`src/rtl/beacon_burst_seq.sv`:
```
// beacon_burst_seq: trigger-to-burst sequencer for the beacon transmit pads.
// A rising edge on trig starts DELAY (D cycles), then BURST (B cycles on all
// masked channels, or B cycles per masked channel in ascending order), then
// HOLDOFF (H cycles), then a one-cycle done pulse.
//
// Ports:
//   clk         system clock
//   rst         asynchronous active-low reset
//   trig        trigger level; rising edge starts a cycle
//   abort       synchronous abort level; returns to idle without done
//   mode        0 = parallel, 1 = sequential (one channel at a time)
//   ch_mask     participating channels
//   delay_cyc   delay D in cycles
//   burst_cyc   burst length B in cycles (0 behaves as 1)
//   holdoff_cyc lockout H in cycles
//   burst_en    registered per-channel output enable
//   busy        high while a cycle is in progress
//   done        one-cycle pulse on normal completion
//   missed      saturating count of triggers rejected while busy
module beacon_burst_seq #(
    parameter int unsigned CH = 2,
    parameter int unsigned DW = 11,
    parameter int unsigned BW = 10,
    parameter int unsigned HW = 11
) (
    input  logic          clk,
    input  logic          rst,
    input  logic          trig,
    input  logic          abort,
    input  logic          mode,
    input  logic [CH-1:0] ch_mask,
    input  logic [DW-1:0] delay_cyc,
    input  logic [BW-1:0] burst_cyc,
    input  logic [HW-1:0] holdoff_cyc,
    output logic [CH-1:0] burst_en,
    output logic          busy,
    output logic          done,
    output logic [7:0]    missed
);

    localparam logic [1:0] StIdle  = 2'd0;
    localparam logic [1:0] StDelay = 2'd1;
    localparam logic [1:0] StBurst = 2'd2;
    localparam logic [1:0] StHold  = 2'd3;

    logic [1:0]    state_q, state_d;
    logic          trig_q;
    logic          mode_q, mode_d;
    logic [CH-1:0] mask_q, mask_d;
    logic [CH-1:0] rem_q, rem_d;       // channels still owed a sequential slot
    logic [DW-1:0] dcnt_q, dcnt_d;
    logic [BW-1:0] blen_q, blen_d;     // effective burst length minus one
    logic [BW-1:0] bcnt_q, bcnt_d;
    logic [HW-1:0] hold_q, hold_d;
    logic [HW-1:0] hcnt_q, hcnt_d;
    logic [CH-1:0] burst_en_q, burst_en_d;
    logic          done_q, done_d;
    logic [7:0]    missed_q, missed_d;

    logic          rise;
    logic          active;
    logic [CH-1:0] cur_slot;
    logic [CH-1:0] rem_next;

    // Isolate the lowest set bit.
    function automatic logic [CH-1:0] low_bit(input logic [CH-1:0] v);
        return v & (~v + CH'(1));
    endfunction

    assign rise     = trig & ~trig_q;
    assign active   = (state_q != StIdle);
    assign cur_slot = low_bit(rem_q);
    assign rem_next = rem_q & ~cur_slot;

    always_comb begin
        state_d    = state_q;
        mode_d     = mode_q;
        mask_d     = mask_q;
        rem_d      = rem_q;
        dcnt_d     = dcnt_q;
        blen_d     = blen_q;
        bcnt_d     = bcnt_q;
        hold_d     = hold_q;
        hcnt_d     = hcnt_q;
        burst_en_d = burst_en_q;
        done_d     = 1'b0;
        missed_d   = missed_q;

        case (state_q)
            StIdle: begin
                if (rise && !abort && (ch_mask != '0)) begin
                    mode_d  = mode;
                    mask_d  = ch_mask;
                    dcnt_d  = delay_cyc;
                    blen_d  = (burst_cyc == '0) ? '0 : burst_cyc - BW'(1);
                    hold_d  = holdoff_cyc;
                    state_d = StDelay;
                end
            end
            StDelay: begin
                if (dcnt_q == '0) begin
                    state_d    = StBurst;
                    bcnt_d     = blen_q;
                    rem_d      = mask_q;
                    burst_en_d = mode_q ? low_bit(mask_q) : mask_q;
                end else begin
                    dcnt_d = dcnt_q - DW'(1);
                end
            end
            StBurst: begin
                if (bcnt_q != '0) begin
                    bcnt_d = bcnt_q - BW'(1);
                end else if (mode_q && (rem_next != '0)) begin
                    // Next channel follows with no gap.
                    rem_d      = rem_next;
                    burst_en_d = low_bit(rem_next);
                    bcnt_d     = blen_q;
                end else begin
                    burst_en_d = '0;
                    // H = 0 skips HOLDOFF so total length stays D+1+span+H.
                    if (hold_q == '0) begin
                        state_d = StIdle;
                        done_d  = 1'b1;
                    end else begin
                        state_d = StHold;
                        hcnt_d  = hold_q - HW'(1);
                    end
                end
            end
            StHold: begin
                if (hcnt_q == '0) begin
                    state_d = StIdle;
                    done_d  = 1'b1;
                end else begin
                    hcnt_d = hcnt_q - HW'(1);
                end
            end
            default: state_d = StIdle;
        endcase

        if (abort && active) begin
            state_d    = StIdle;
            burst_en_d = '0;
            done_d     = 1'b0;
        end

        if (rise && active && (missed_q != 8'hFF)) begin
            missed_d = missed_q + 8'd1;
        end
    end

    always_ff @(posedge clk or negedge rst) begin
        if (!rst) begin
            state_q    <= StIdle;
            trig_q     <= 1'b1;
            mode_q     <= 1'b0;
            mask_q     <= '0;
            rem_q      <= '0;
            dcnt_q     <= '0;
            blen_q     <= '0;
            bcnt_q     <= '0;
            hold_q     <= '0;
            hcnt_q     <= '0;
            burst_en_q <= '0;
            done_q     <= 1'b0;
            missed_q   <= '0;
        end else begin
            state_q    <= state_d;
            trig_q     <= trig;
            mode_q     <= mode_d;
            mask_q     <= mask_d;
            rem_q      <= rem_d;
            dcnt_q     <= dcnt_d;
            blen_q     <= blen_d;
            bcnt_q     <= bcnt_d;
            hold_q     <= hold_d;
            hcnt_q     <= hcnt_d;
            burst_en_q <= burst_en_d;
            done_q     <= done_d;
            missed_q   <= missed_d;
        end
    end

    assign burst_en = burst_en_q;
    assign busy     = active;
    assign done     = done_q;
    assign missed   = missed_q;

endmodule
```
`config.mk`:
```
export PLATFORM = sky130hd
export DESIGN_NAME = beacon_burst_seq
export DESIGN_NICKNAME = d
export VERILOG_FILES = /design/src/rtl/beacon_burst_seq.sv
export SDC_FILE = /design/constraint.sdc
export NUM_CORES = 1
export LEC_CHECK = 0
export ABC_AREA = 1
export BUFFER_PORTS_ARGS = -buffer_cell sky130_fd_sc_hd__buf_2
export CAP_MARGIN = 20
export CORE_UTILIZATION = 40
export DETAILED_ROUTE_END_ITERATION = 8
export PLACE_DENSITY = 0.57
export SLEW_MARGIN = 10
export SYNTH_ARGS = -nofsm -noshare
export SYNTH_HDL_FRONTEND = slang
export SYNTH_SLANG_ARGS = --single-unit
```
`constraint.sdc`:
```
create_clock -name clk -period 5.1 [get_ports clk]
set_input_delay 1.02 -clock clk [delete_from_list [all_inputs] [get_ports clk]]
set_output_delay 1.02 -clock clk [all_outputs]
set_load 0.03 [all_outputs]
```
Word-level counts from Yosys, hierarchy flattened
Cells that the tools add are included.
{"block": "op_classes", "add_sub_neg": 9, "eq_ne": 18, "mux": 37, "bitwise_logic": 10, "reduce_logical": 27}
{"operator": "$mux 11", "count": 6}
{"operator": "$pmux 11 s2", "count": 2}
{"operator": "$mux 10", "count": 4}
{"operator": "$logic_not 11->1", "count": 3}
{"operator": "$sub 11x1->11 const B", "count": 3}
{"operator": "$mux 2", "count": 15}
{"operator": "$pmux 10 s2", "count": 1}
{"operator": "$sub 10x1->10 const B", "count": 2}
{"operator": "$ne 3x3->1 const B", "count": 6}
{"operator": "$ne 2x2->1 const B", "count": 8}
{"operator": "$reduce_bool 2->1", "count": 6}
{"operator": "$logic_not 10->1", "count": 1}
{"operator": "$reduce_and 5->1", "count": 2}
{"operator": "$reduce_bool 10->1", "count": 1}
{"operator": "$reduce_and 3->1", "count": 3}
{"operator": "$add 8x1->8 const B", "count": 1}
{"operator": "$and 2x2->2", "count": 4}
{"operator": "$ne 8x8->1 const B", "count": 1}
{"operator": "$not 2->2", "count": 4}
{"operator": "$pmux 2 s2", "count": 2}
{"operator": "$pmux 2 s4", "count": 1}
{"operator": "$add 2x1->2 const B", "count": 3}
{"operator": "$logic_and 1x1->1", "count": 6}
{"operator": "$mux 1", "count": 5}
{"operator": "other kinds (10)", "count": 11}
{"block": "word_totals", "ff_bits": 72, "inputBits": 39, "out_inout_bits": 12, "elab_cells": 114}

Longest topological paths before layout
{"block": "depth", "word_depth": 12, "mapped_depth": 13, "ltp_nobuf": 11}

Worst setup path after synthesis
Ideal clock, no wire load.
{"block": "synth_path", "path_type": "input to register", "startpoint": "input burst_cyc[4]", "endpoint": "register blen_q[7]", "setup_time_ns": 0.128, "arrival_ns": 1.792, "t_required_ns": 4.972, "path_slack_ns": 3.180, "cell_stages": 5, "path_buffers": 0, "path_cell_list": "or2_2 -> nor2_1 -> nand2_1 -> xor2_1 -> o22ai_1"}
{"block": "synth_via", "elab_chain_cells": 2, "word_cells_on_any_way": 3, "classes_between": "add/sub: 1; mux: 1; reduce/logical: 1"}
{"item": "start, declared", "line_no": "33", "text": "input logic [BW-1:0] burst_cyc,"}
{"item": "$sub 10x1->10 / $logic_not 10->1 (equally long branches)", "line_no": "95", "text": "blen_d = (burst_cyc == '0) ? '0 : burst_cyc - BW'(1);"}
{"item": "$mux 10 (*)", "line_no": "95"}
{"item": "end signal, assigned", "line_no": "174", "text": "blen_q <= blen_d;"}
{"item": "end, declared", "line_no": "52", "text": "logic [BW-1:0] blen_q, blen_d;"}
Every way passes the cells marked *; elsewhere a longest branch is shown, timed or not.
A chain may end at the register's enable or synchronous reset.

Worst setup path after layout
{"block": "layout_path", "startpoint": "register state_q[1]", "endpoint": "output busy"}
{"block": "layout_via", "elab_chain_cells": 1}
{"item": "start, declared", "line_no": "46", "text": "logic [1:0] state_q, state_d;"}
{"item": "start signal, assigned", "line_no": "154", "text": "state_q <= StIdle;"}
{"item": "start signal, assigned", "line_no": "168", "text": "state_q <= state_d;"}
{"item": "$reduce_bool 2->1", "line_no": "71", "text": "assign active = (state_q != StIdle);"}
{"item": "end, declared", "line_no": "36", "text": "output logic busy,"}
Every way passes these cells.

==> flow_metrics.tcl <==
set metrics [dict create \
    syn_to_final_growth_pct 13.0 \
    synth_seq_cells 72 \
    ant_nets 0 \
    netlist_area_um2 4430 \
    cellLeakagePower_nw 2.55 \
    muxShareOfSynthArea 0.00508 \
    arrival_ns 1.57 \
    worstRegToRegCells 10 \
    synth_fp_nets 651 \
    grt_max_degree 42 \
    p_sw_frac 0.457 \
    required_ns 4.08 \
    grt_pass1_wl_um 17200 \
    portBuffers 50 \
    htree_levels 3 \
    ys_types 40 \
    top_level_ports 51 \
    clockRootBuffer "clkbuf_8" \
    die_area_um2 11500 \
    power_frac_comb 0.473 \
    max-cap-violations 0 \
    clock_latency_ns 0.36 \
    r2r-end "hcnt_q[6]" \
    start_util 0.411 \
    end_kind "primary output" \
    finalSetupViolCount 0 \
    hold_path_class "register to register" \
    r2r_slack_ns 2.90 \
    critPathMaxFanout 10 \
    die_h_um 107 \
    pre_cts_ws_ns 2.52 \
    critical_path.endpoint "busy" \
    grt_pass1_vias 3723 \
    layout-drive-gt1-share 0.171 \
    fin_tns_setup_ns 0 \
    timing.final.ws_setup_ns 2.51 \
    r2r-start "state_q[1]" \
    slew_violations 0 \
    core_um2 10800 \
    dieWidth_um 107 \
    status "completed" \
    gr-total-overflow 0 \
    hold_buffers 0 \
    rsz0062_at_grt "no" \
    yosys.area_share.simple 0.336 \
    drt-total-wl_um 9860 \
    pwr-share-seq 0.339 \
    dpl.hpwl_um 7270 \
    synth_top_family_by_area "simple AND/OR/NAND/NOR gates" \
    skew_ns 0.0164 \
    antenna_found_initial 0 \
    numCtsBuffers 9 \
    track_usage 0.190 \
    seq_area_frac_synth 0.407 \
    fin_crit_ns 2.59 \
    vias 3842 \
    p_per_area_nw_per_um2 613 \
    rows 38 \
    clkTransAtPathRegs_ns 0.08 \
    synth_xor_xnor_area_share 0.0435 \
    vias_per_cell 4.81 \
    drc 0 \
    nets 700 \
    drt_iter0_markers 177 \
    worst-slew-pin-transition_ns 0.918 \
    power_switching_mw 1.40 \
    start_kind "register" \
    ctsResizeCount 0 \
    hold_viol 0 \
    cts_tree "done" \
    synth.avg_cell_area_um2 7.32 \
    vdd_drop_max_v 0.000235 \
    cts_num_sinks 72 \
    postCtsSetupRepairBufs 0 \
    cp-startpoint "state_q[1]" \
    fmax_mhz 386 \
    wire_per_inst_um 12.3 \
    synth-compound-area-share 0.107 \
    antennaDiodeCount 0 \
    relSlewSlack 0.388 \
    postSynthCellCount 605 \
    drtPass1Iterations 6 \
    p_clk_frac 0.188 \
    clk_path_buf_depth 2 \
    period_share 0.508 \
    internal-power_mw 1.67 \
    ys.warnings.count 0 \
    place.gp.congestion 0.812 \
    synth_fa_ha_area_frac 0.0198 \
    crit_type "register to primary output" \
]
power groups by stage:
stage,Sequential (mW),Clock [mW],Combinational (mW)
after CTS,1.04,0.590,1.47
after global placement,1.04,0,1.43
after global routing,1.07,0.617,1.69
after detailed placement,1.05,0,1.46
final,1.04,0.576,1.45
after floorplan,1.02,0,1.18
worst min-delay path by stage:
stage,start,endpoint,slack (ns),cells after the start
global placement,bcnt_q[1],bcnt_q[1],0.47,2
global route,bcnt_q[1],bcnt_q[1],0.52,2
CTS,bcnt_q[2],bcnt_q[2],0.49,2
finish,hcnt_q[0],hcnt_q[0],0.49,2
detailed placement,bcnt_q[2],bcnt_q[2],0.47,2
floorplan,bcnt_q[1],bcnt_q[1],0.45,2
cell type report:
| type | count | area (um^2) |
|---|---|---|
| timing repair buffer | 51 | 258 |
| clock buffer | 10 | 138 |
| multi-input combinational | 454 | 2260 |
| tap | 140 | 175 |
| clock inverter | 6 | 115 |
| sequential | 72 | 1800 |
| inverter | 66 | 253 |
| fill | 1104 | 5790 |
layer usage:
metal | up-vias | track usage | part of all wire | wire length [um]
li1 | 2024 | - | - | -
met2 | 70 | 0.307 | 0.46 | 4520
met5 | - | 0 | 0 | 0
met4 | 0 | 0.0656 | 0.015 | 145
met3 | 12 | 0.0328 | 0.037 | 363
met1 | 1736 | 0.255 | 0.49 | 4830
stage by stage:
stage / util / instance area, um^2 / cells / power (mW) / hold slack, ns
floorplan: - / 4430 / 605 / 2.20 / 0.449
finish: 0.464 / 5010 / 799 / 3.07 / 0.488
global placement: 0.440 / 4750 / 783 / 2.47 / 0.467
CTS: 0.464 / 5010 / 799 / 3.10 / 0.488
global route: 0.464 / 5010 / 799 / 3.38 / 0.522
detailed placement: 0.440 / 4750 / 783 / 2.51 / 0.467
state kept, by name, summed over array words and instances (netlist names):
signal	flops
done	1
mask_q	2
hcnt_q	11
rem_q	2
mode_q	1
trig_q	1
bcnt_q	10
missed	8
state_q	2
blen_q	10
dcnt_q	11
burst_en	2
hold_q	11
cell usage after synthesis, drive strengths merged:
| cell type | n | area, um^2 |
|---|---|---|
| a31oi | 2 | 12.5 |
| ha | 7 | 87.6 |
| nand4 | 4 | 25.0 |
| mux2 | 2 | 22.5 |
| o21a | 1 | 7.51 |
| o21ai | 64 | 362 |
| nand3b | 2 | 15.0 |
| xnor2 | 12 | 105 |
| xor2 | 10 | 87.6 |
| nor2 | 67 | 289 |
| o22ai | 4 | 25.0 |
| nand3 | 51 | 270 |
| clkbuf | 1 | 3.75 |
| dfrtp | 71 | 1780 |
| nand2 | 205 | 810 |
| nor3 | 6 | 41.3 |
| or2 | 5 | 31.3 |
| o211ai | 3 | 22.5 |
| a21oi | 6 | 30.0 |
| o21bai | 2 | 15.0 |
| dfstp | 1 | 26.3 |
| buf | 12 | 106 |
| nor4 | 1 | 6.26 |
| inv | 66 | 253 |
logic make-up after synthesis:
kind of cell	count (synthesis)
muxes	2
xor gates and xnor gates	22
adders and majority gates	7
buffers and inverters	79
AOI/OAI and AO/OA	82
DFF	72
and+or+nand+nor	341
critical path, stage by stage, from the launching register on:
cell and delay [ns]:
dfrtp_1 0.59, nor2_4 0.31, inv_1 0.13, buf_2 0.19
cells in the final DEF, fill, tap and decap left out, types with 2 or more instances in the layout:
| master | n |
|---|---|
| o21ai_2 | 8 |
| nor2_2 | 3 |
| o21ai_0 | 45 |
| nand3_1 | 48 |
| nand2_4 | 2 |
| nand4_1 | 4 |
| clkbuf_8 | 10 |
| o21bai_1 | 2 |
| xnor2_1 | 12 |
| inv_4 | 2 |
| nor2_4 | 4 |
| bufinv_16 | 3 |
| nand2_1 | 193 |
| inv_2 | 7 |
| or2_2 | 2 |
| nand3_2 | 3 |
| ha_1 | 7 |
| o22ai_1 | 4 |
| a31oi_1 | 2 |
| nand2_2 | 10 |
| dfrtp_1 | 71 |
| o21ai_1 | 10 |
| xor2_1 | 10 |
| mux2_2 | 2 |
| nand3b_1 | 2 |
| a21oi_1 | 6 |
| nor3_1 | 5 |
| nor2_1 | 60 |
| o211ai_1 | 3 |
| or2_0 | 2 |
| buf_2 | 50 |
| inv_1 | 57 |
Note: power is estimated with default switching activity, not from simulation.
